File: src/rtl/cpu_types_pkg.sv
// Shared CPU-side types: RAM word, RAM status and memory arbiter state.
// Latency: n/a (types only).
// Backpressure: n/a (types only).
package cpu_types_pkg;

    typedef logic [31:0] word_t;

    typedef enum logic [1:0] {
        FREE   = 2'd0,
        BUSY   = 2'd1,
        ACCESS = 2'd2,
        ERROR  = 2'd3
    } ramstate_t;

    typedef enum logic [1:0] {
        IDLE  = 2'd0,
        GNT_I = 2'd1,
        GNT_D = 2'd2
    } arb_state_t;

endpackage

File: src/rtl/mem_arbiter.sv
// Shares one RAM port between icache and dcache; dcache has priority, ifetch starvation bounded by DSTREAK_MAX.
// Latency: request sampled in IDLE, granted next cycle, wait drops in the ACCESS cycle; 1 dead cycle between grants.
// Backpressure: requesters hold inputs while their wait is high; RAM stalls with BUSY/FREE, ERROR retries the access.
//
// Ports:
//   CLK, nRST                        clock, async active-low reset
//   iREN, iaddr -> iwait, iload      icache read side
//   dREN, dWEN, daddr, dstore
//                -> dwait, dload     dcache read/write side
//   ramREN, ramWEN, ramaddr,
//   ramstore <- ramload, ramstate    unified RAM port
//   ram_err                          pulses each cycle the granted access sees ERROR
module mem_arbiter
    import cpu_types_pkg::*;
#(
    parameter int DSTREAK_MAX = 4
) (
    input  logic      CLK,
    input  logic      nRST,
    input  logic      iREN,
    input  word_t     iaddr,
    output logic      iwait,
    output word_t     iload,
    input  logic      dREN,
    input  logic      dWEN,
    input  word_t     daddr,
    input  word_t     dstore,
    output logic      dwait,
    output word_t     dload,
    output logic      ramREN,
    output logic      ramWEN,
    output word_t     ramaddr,
    output word_t     ramstore,
    input  word_t     ramload,
    input  ramstate_t ramstate,
    output logic      ram_err
);

    localparam logic [3:0] STREAK_MAX = 4'(DSTREAK_MAX);

    arb_state_t state, state_next;
    logic [3:0] dstreak, dstreak_next;
    logic       d_req;

    assign d_req = dREN | dWEN;

    always_ff @(posedge CLK or negedge nRST) begin
        if (!nRST) begin
            state   <= IDLE;
            dstreak <= '0;
        end else begin
            state   <= state_next;
            dstreak <= dstreak_next;
        end
    end

    always_comb begin
        state_next   = state;
        dstreak_next = dstreak;
        iwait        = 1'b1;
        iload        = '0;
        dwait        = 1'b1;
        dload        = '0;
        ramREN       = 1'b0;
        ramWEN       = 1'b0;
        ramaddr      = '0;
        ramstore     = '0;
        ram_err      = 1'b0;

        case (state)
            IDLE: begin
                // A streak only matters while an ifetch is actually waiting.
                if (!iREN) begin
                    dstreak_next = '0;
                end
                if (d_req && !(iREN && (dstreak == STREAK_MAX))) begin
                    state_next = GNT_D;
                end else if (iREN) begin
                    state_next = GNT_I;
                end
            end

            GNT_I: begin
                if (!iREN) begin
                    // Abort: enables fall now, no completion, streak untouched.
                    state_next = IDLE;
                end else begin
                    ramREN  = 1'b1;
                    ramaddr = iaddr;
                    case (ramstate)
                        ACCESS: begin
                            iwait        = 1'b0;
                            iload        = ramload;
                            state_next   = IDLE;
                            dstreak_next = '0;
                        end
                        ERROR:   ram_err = 1'b1;
                        default: ;
                    endcase
                end
            end

            GNT_D: begin
                if (!d_req) begin
                    state_next = IDLE;
                end else begin
                    ramaddr  = daddr;
                    ramstore = dstore;
                    // Write wins when both enables are raised.
                    ramWEN   = dWEN;
                    ramREN   = dREN & ~dWEN;
                    case (ramstate)
                        ACCESS: begin
                            dwait      = 1'b0;
                            dload      = ramload;
                            state_next = IDLE;
                            if (iREN && (dstreak != STREAK_MAX)) begin
                                dstreak_next = dstreak + 4'd1;
                            end
                        end
                        ERROR:   ram_err = 1'b1;
                        default: ;
                    endcase
                end
            end

            default: state_next = IDLE;
        endcase
    end

endmodule

File: config.mk
export PLATFORM = sky130hd
export DESIGN_NAME = mem_arbiter
export DESIGN_NICKNAME = d
export VERILOG_FILES = /design/src/rtl/cpu_types_pkg.sv /design/src/rtl/mem_arbiter.sv
export SDC_FILE = /design/constraint.sdc
export NUM_CORES = 1
export LEC_CHECK = 0
export CORE_AREA = 2 2 104 106
export CTS_CLUSTER_DIAMETER = 50
export DETAILED_ROUTE_END_ITERATION = 10
export DIE_AREA = 0 0 106 108
export SKIP_LAST_GASP = 1
export SLEW_MARGIN = 20
export SYNTH_ARGS = -nofsm -noshare
export SYNTH_HDL_FRONTEND = slang
export SYNTH_SLANG_ARGS = --single-unit
export TNS_END_PERCENT = 1
File: constraint.sdc
create_clock -name CLK -period 2 [get_ports CLK]
set_input_delay 0.3 -clock CLK [delete_from_list [all_inputs] [get_ports CLK]]
set_output_delay 0.3 -clock CLK [all_outputs]
set_load 0.01 [all_outputs]
# After elaboration in Yosys (flattened, before gate mapping)
# Index checks and enable logic that the tools add are counted.
# word_totals
output_inout_bits	133
elab_cells	63
mem_bits_rw	0
in_bits	135
regBits	6
latchBits	0
n_memories	0
romBits	0
# classes
n_shift	0
n_lt_le_gt_ge	0
n_bitwise	3
muxes	37
div	0
n_mul	0
n_reduce_logical	7
n_eq_ne	13
n_addsub	1
# op_table
op	count
2-to-1 mux 32 bit	9
case mux 32 bit (2 select lines)	1
2-to-1 mux 4 bit	6
2-to-1 mux 1 bit	12
!= test 2 bit, second input constant	6
case mux 4 bit (3 select lines)	1
2-to-1 mux 2 bit	5
AND reduction 7 bit	1
== test 2 bit, second input constant	3
case mux 2 bit (3 select lines)	1
adder 4 x 1 -> 4 bit, second input constant	1
== test 4 x 3 -> 1 bit, second input constant	1
!= test 4 x 3 -> 1 bit, second input constant	1
case mux 1 bit (2 select lines)	2
logical AND 1 bit	3
!= test 3 bit, second input constant	1
nonzero test 3 bit	1
== test 2 x 1 -> 1 bit, second input constant	1
logical NOT 2 bit	1
bitwise AND 1 bit	1
logical NOT 1 bit	1
inverter 1 bit	1
bitwise OR 1 bit	1

# Longest topological paths before layout
# Gate-level depths: netlist of the first run.
# logic_depth
ltp_word	6
ltp_mapped	7
ltp_nobuf	6

# Worst setup path after synthesis of the first run
# Ideal clock, no wire load.
# synth_timing
kind	flip-flop to output port
from	reg state[0]
to	out dload[22]
stages_incl_launch_ff	8
path_buffers	2
setup_slack_ns	0.246
arrival_time_ns	1.454
required_time_ns	1.700
cell_sequence	dfrtp_1 -> inv_1 -> ha_1 -> buf_4 -> o21ai_1 -> nor2_1 -> clkbuf_2 -> and2_1
# synth_between
elab_chain_len	2
# synth_lines
element	line	rtl
start, declared	mem_arbiter.sv:41	arb_state_t state, state_next;
start signal, assigned	mem_arbiter.sv:52	state <= state_next;
== test 2 bit	mem_arbiter.sv:70	case (state)
2-to-1 mux 32 bit	mem_arbiter.sv:70	
end, declared	mem_arbiter.sv:29	output word_t dload,
# No other way between the ends.

# Final worst setup path of the first run
# layout_timing
from	reg state[0]
to	out ramstore[27]
# layout_between
elab_chain_len	2
# layout_lines
element	line	rtl
== test 2 bit	mem_arbiter.sv:70	
2-to-1 mux 32 bit	mem_arbiter.sv:70	
end, declared	mem_arbiter.sv:33	output word_t ramstore,
# No other way between the ends.

==> flow_summary.ini, run 1 <==
[die]
coreArea_um2 = 10200
start_util_pct = 16.8
dieArea_um2 = 11400
die_y_um = 108
pin_count = 268
die_w_um = 106
num_rows = 37

[global_routing]
grt_pass1_wl_um = 16600
grt_usage_pct = 18.5
grt_overflow = 0
grt_pass1_vias = 2962
grt_max_degree = 33
antenna_found_initial = 1

[place]
postPlaceCellArea_um2 = 4700
gp_congestion = 0.817
numPortBuffers = 267
dp_hpwl_um = 9050

[finish]
layout.nets = 683
final_core_util_pct = 46.8
fillCellCount = 1038
multi_input_area_um2 = 1560
seqCellArea_um2 = 151
syn_to_final_growth_pct = 179
final_layout_size_suffix_gt1_share_pct = 29.6
design_area_um2 = 4790

[synthesis]
ys_seq_area_share_pct = 8.75
syn_area_per_cell_um2 = 6.73
synth_edf_count = 0
synth_seq_cells = 6
ys.flop_type = dfrtp_1
synth_area_um2 = 1720
synth.most_common_cell = and2_1
syn-instance-count = 255
ys_types = 33
yosysTopAreaCell = and2_1
ys_async_sr_fraction_pct = 100
yosys_warnings = 0
synth_nets = 396
synth_area_leaders = and2_1 25%, a22oi_1 14%, nor2b_1 13%
synth_top_cell_area_share_pct = 24.8
synth_commonest_cells = 68 x and2_1, 35 x nor2b_1, 32 x a22oi_1, 32 x and3_1, 12 x clkbuf_1

[timing]
holdWs_ps = 327
hold_violations = 0
fin_skew_ps = 0.671
fmax_mhz = 483
rsz0062_at_grt = true
setup_ws_ps = -72.2
period_needed_ps = 2070
setup_viol = 67
fin_crit_sh_pct = 104
relSlewSlack_pct = 80.5
worst_slew_pin_slew_ps = 292
slew_viol_final = 0

[power_and_ir_drop]
leakagePower_nw = 2.30
ir_worst_vdd_mv = 0.395
p_per_area_nw_per_um2 = 768
finalPower_mw = 3.68

[route]
drc_errors = 0
drtPass1Iterations = 4
routedWlPerCell_um = 17.8
drt-total-wl_um = 12100
vias = 2954
drtIter0Drc = 113
drt-vias-per-instance = 4.36
ant_nets = 0

[worst_setup_path]
arrival_ps = 1770
path_class = reg2out
start_kind = flop
endpoint_kind = output pin
critical_path_required_ps = 1700
critPathMaxFanout = 10

[clock_network]
cts_tree = built
clock_latency_ps = 220
clockBufferDepth = 2
cts_buffers = 3
numClockSinks = 6
cts-htree-levels = 1
cts.clk_slew.worst_paths_ps = 40
cts-root-buf = clkbuf_8

[hold_path]
hold_class = in2async

[run_status]
violations = negative setup slack
outcome = finished with violations

[job]
max_cap_violations = 0
## cell usage in the layout, fill, tap and decap left out, drive strengths merged, types with 5 or more instances in the layout
cell type	synthesis	final
dlygate4sd2	0	29
nand2	5	5
clkdlybuf4s50	0	132
a22oi	32	32
clkdlybuf4s15	0	20
inv	7	7
and2	68	68
buf	11	65
nor2b	35	35
o21ai	6	6
dfrtp	6	6
ha	6	6
nand3	5	5
nor2	5	5
clkbuf	15	62
and3	32	32
## flip-flops by register name, indices dropped and copies added (netlist names)
name,count
dstreak,4
state,2
## metrics by stage
| stage | cells | TNS (ps) | setup slack (ps) |
|---|---|---|---|
| after floorplan | 255 | 0 | 246 |
| after global placement | 656 | -41270 | -475 |
| after detailed placement | 656 | -43680 | -486 |
| after CTS | 671 | -17590 | -211 |
| after global routing | 676 | -7870 | -144 |
| final | 677 | -2300 | -72.2 |
## layer usage
layer / vias up / share of wire (%) / GRT usage, % / routed length, um
met5: - / 0 / 0 / 0
met4: 0 / 0.82 / 2.73 / 99
met3: 10 / 6.1 / 4.64 / 732
met2: 108 / 54 / 34.6 / 6500
met1: 1375 / 39 / 21.8 / 4720
li1: 1461 / - / - / -
## cells by family (layout without fill, tap and decap cells)
kind of cell,Yosys count,count (layout),synth area share (%)
AO/OA/AOI/OAI,54,54,23.0
adder cells (fa/ha/maj),6,6,4.37
buffers and inverters,33,318,8.89
flip-flops,6,6,8.75
other,0,1,0
AND/OR/NAND/NOR,156,156,55.0
## path summary, 6_finish.rpt
| kind | start | to | slack, ps | cells past startpoint |
|---|---|---|---|---|
| min in group CLK | dstreak[3] | dstreak[3] | 560 | 1 |
| hold / removal | nRST | dstreak[3] | 330 | 1 |
| hold reg to reg | dstreak[3] | dstreak[3] | 560 | 1 |
| setup reg to reg | state[1] | dstreak[3] | 190 | 7 |
| setup / recovery | state[0] | ramstore[27] | -70 | 7 |
| max in group asynchronous | nRST | state[1] | 1430 | 1 |
## critical path, cell delays in order (launching register included)
cell and delay (ps):
dfrtp_1 390, inv_2 100, ha_4 140, nor2b_4 220
buf_6 150, buf_12 120, and2_1 120, dlygate4sd2_1 290
## repair_timing
action                                  4_1_cts  5_1_grt
cloned                                        6        3
hold buffers                                  0        0
pin swaps                                     1        4
buffers inserted                              6        3
resized for setup                           226      175
endpoints found under the setup margin      133      133
## power breakdown
part           switching, mW  leakage [nW]  internal, mW  total (mW)
clock network         0.0542        0.0216         0.129       0.184
registers             0.0580        0.0790         0.167       0.224
logic                   1.50          2.20          1.77        3.27
total                   1.61          2.30          2.07        3.68
## layout make-up
cell class,count,area share (%)
Tap cell,136,3.56
Clock buffer,3,0.863
Multi-Input combinational cell,216,32.5
Timing Repair Buffer,308,59.3
Sequential cell,6,3.16
Antenna cell,1,0.0523
Inverter,7,0.601
Note: power is estimated with default switching activity, not from simulation.
==> run 2: changes to the inputs <==
--- a/config.mk
+++ b/config.mk
@@ -5,10 +5,10 @@
 export SDC_FILE = /design/constraint.sdc
 export NUM_CORES = 1
 export LEC_CHECK = 0
-export CORE_AREA = 2 2 104 106
+export CORE_AREA = 2 2 105 107
 export CTS_CLUSTER_DIAMETER = 50
 export DETAILED_ROUTE_END_ITERATION = 10
-export DIE_AREA = 0 0 106 108
+export DIE_AREA = 0 0 107 109
 export SKIP_LAST_GASP = 1
 export SLEW_MARGIN = 20
 export SYNTH_ARGS = -nofsm -noshare
==> constraint.sdc (replaced) <==
create_clock -name CLK -period 2.57 [get_ports CLK]
set_input_delay 0.3855 -clock CLK [delete_from_list [all_inputs] [get_ports CLK]]
set_output_delay 0.3855 -clock CLK [all_outputs]
set_load 0.01 [all_outputs]
==> flow_summary.ini, run 2 (synthesized netlist as in run 1, its figures left out) <==
[worst_setup_path]
reg2reg_from = state[0]
endpoint = dload[21]
critPathMaxFanout = 33
crit_start = ramstate[1]
start_kind = input pin
reg2reg_to = dstreak[3]
max_stage_delay_ps = 550
endpoint_kind = output pin
regToRegSetupSlack_ps = 720
crit_top_cell = clkdlybuf4s50_1
arrival_ps = 2200
cp_num_buf_inv = 3
cpMaxStageDelayCell = clkdlybuf4s50_1
path_cells = clkdlybuf4s50_1 -> or2b_1 -> nor2_1 -> buf_12 -> and2_1 -> clkdlybuf4s50_1
critical_path_required_ps = 2180
reg2reg_depth = 7
critPathTopFamily = buffers and inverters
path_class = in2out
path_depth = 6

[power_and_ir_drop]
leakagePower_nw = 1.85
ir_worst_vdd_mv = 0.352
p_per_area_nw_per_um2 = 552

[route]
drt-total-wl_um = 10500
drtPass1Iterations = 6
ant_nets = 0
drt-vias-per-instance = 4.32
routedWlPerCell_um = 16.0
drc_errors = 0
drtIter0Drc = 112
vias = 2828

[clock_network]
cts.hold.buffers_added = 0
cts.clk_slew.worst_paths_ps = 40
clockBufferDepth = 2
cts_tree = built
cts-root-buf = clkbuf_8
cts-htree-levels = 1
cts_buffers = 3
cts_setup_buffers = 0
numClockSinks = 6
clock_latency_ps = 230

[timing]
slew_viol_final = 0
fin_crit_sh_pct = 100
rsz0062_at_grt = true
setup_viol = 9
setup_tns_ps = -50.1
relSlewSlack_pct = 75.1
period_needed_ps = 2580
worst_slew_pin_slew_ps = 373
fin_skew_ps = 0.631
hold_violations = 0
fmax_mhz = 387
setup_ws_ps = -11.5

[place]
numPortBuffers = 267
dp_hpwl_um = 8630
place_inst = 652
gp_congestion = 0.798

[die]
num_rows = 38
coreArea_um2 = 10600
start_util_pct = 16.2
pin_count = 268
die_w_um = 107
dieArea_um2 = 11700
die_y_um = 109

[finish]
antenna_cells = 0
layout.nets = 658
final_common_cell = clkdlybuf4s50_1
instances_no_fill = 655
registers.top_by_ff_count = dstreak
largest_reg_flops = 4
top_regs = dstreak (4), state (2)
fillCellCount = 1070
final_layout_size_suffix_gt1_share_pct = 4.85
syn_to_final_growth_pct = 175
mostFrequentLayoutCells = 265 x clkdlybuf4s50_1, 67 x and2_1, 33 x nor2b_1
final_core_util_pct = 44.5

[global_routing]
grt_pass1_vias = 2679
grt_pass1_wl_um = 14700
grt_overflow = 0
grt_max_degree = 39
grt_usage_pct = 16.1
antenna_found_initial = 0

[hold_path]
hold_class = in2async

[job]
max_cap_violations = 0

[run_status]
outcome = finished with violations
violations = negative setup slack
[run 2: changes by cell type in the layout (fill, tap and decap cells not counted), moves of 4 or more]
cell and change:
a22oi_1 +15, clkdlybuf4s15_1 -20, dlygate4sd2_1 -28, clkdlybuf4s50_1 +133
clkbuf_2 -56, buf_16 -4, buf_6 -8, buf_4 -10
a22oi_2 -15, buf_2 -25
[run 2: per-layer routing]
layer / global-route usage, % / up-vias / part of all wire (%)
met5: 0 / - / 0
met4: 3.90 / 0 / 1.3
met3: 2.51 / 9 / 5.1
met2: 30.1 / 115 / 54
met1: 19.4 / 1298 / 40
li1: - / 1406 / -
[run 2: timing repair]
item,4_1_cts,5_1_grt
endpoints found under the hold margin,0,0
pin swaps,1,0
resized for setup,2,3
endpoints found under the setup margin,63,90
[run 2: power by group]
group / internal (mW) / leakage [nW] / switching [mW]
clock: 0.101 / 0.0216 / 0.0495
sequential: 0.128 / 0.0802 / 0.0403
combinational: 1.27 / 1.74 / 1.01
[run 2: how the worst min path moves through the flow]
stage	startpoint	endpoint	slack [ps]	depth (start not counted)
3_3_place_gp	dstreak[3]	dstreak[3]	550	1
6_report	nRST	state[0]	440	1
4_1_cts	nRST	state[0]	440	1
3_5_place_dp	dstreak[3]	dstreak[3]	570	1
2_1_floorplan	nRST	dstreak[0]	90	0
5_1_grt	nRST	state[0]	450	1
[run 2: final cells by class]
type	instances	area, um2	share of cell area [%]
timing repair buffer	283	2880	61.1
inverter	7	26.3	0.557
multi-input combinational	216	1440	30.6
sequential	6	150	3.18
clock buffer	3	41.3	0.875
tap	140	175	3.71
[run 2: worst register-to-register path: stages, from the launching register on]
cell     delay (ps)
dfrtp_1         380
inv_1           120
ha_4            200
buf_4           160
nor2_1          240
a21oi_1         190
a32o_1          260
a22o_1          180
[run 2: stage by stage]
| step | worst slack (ps) | hold slack (ps) | cell area, um2 | total power [mW] |
|---|---|---|---|---|
| floorplan | 731 | 89.9 | 1720 | 1.24 |
| global placement | -8.07 | 546 | 4660 | 2.43 |
| detailed placement | -17.4 | 570 | 4660 | 2.44 |
| CTS | -32.9 | 443 | 4700 | 2.61 |
| global route | -159 | 451 | 4720 | 2.79 |
| finish | -11.5 | 439 | 4720 | 2.61 |
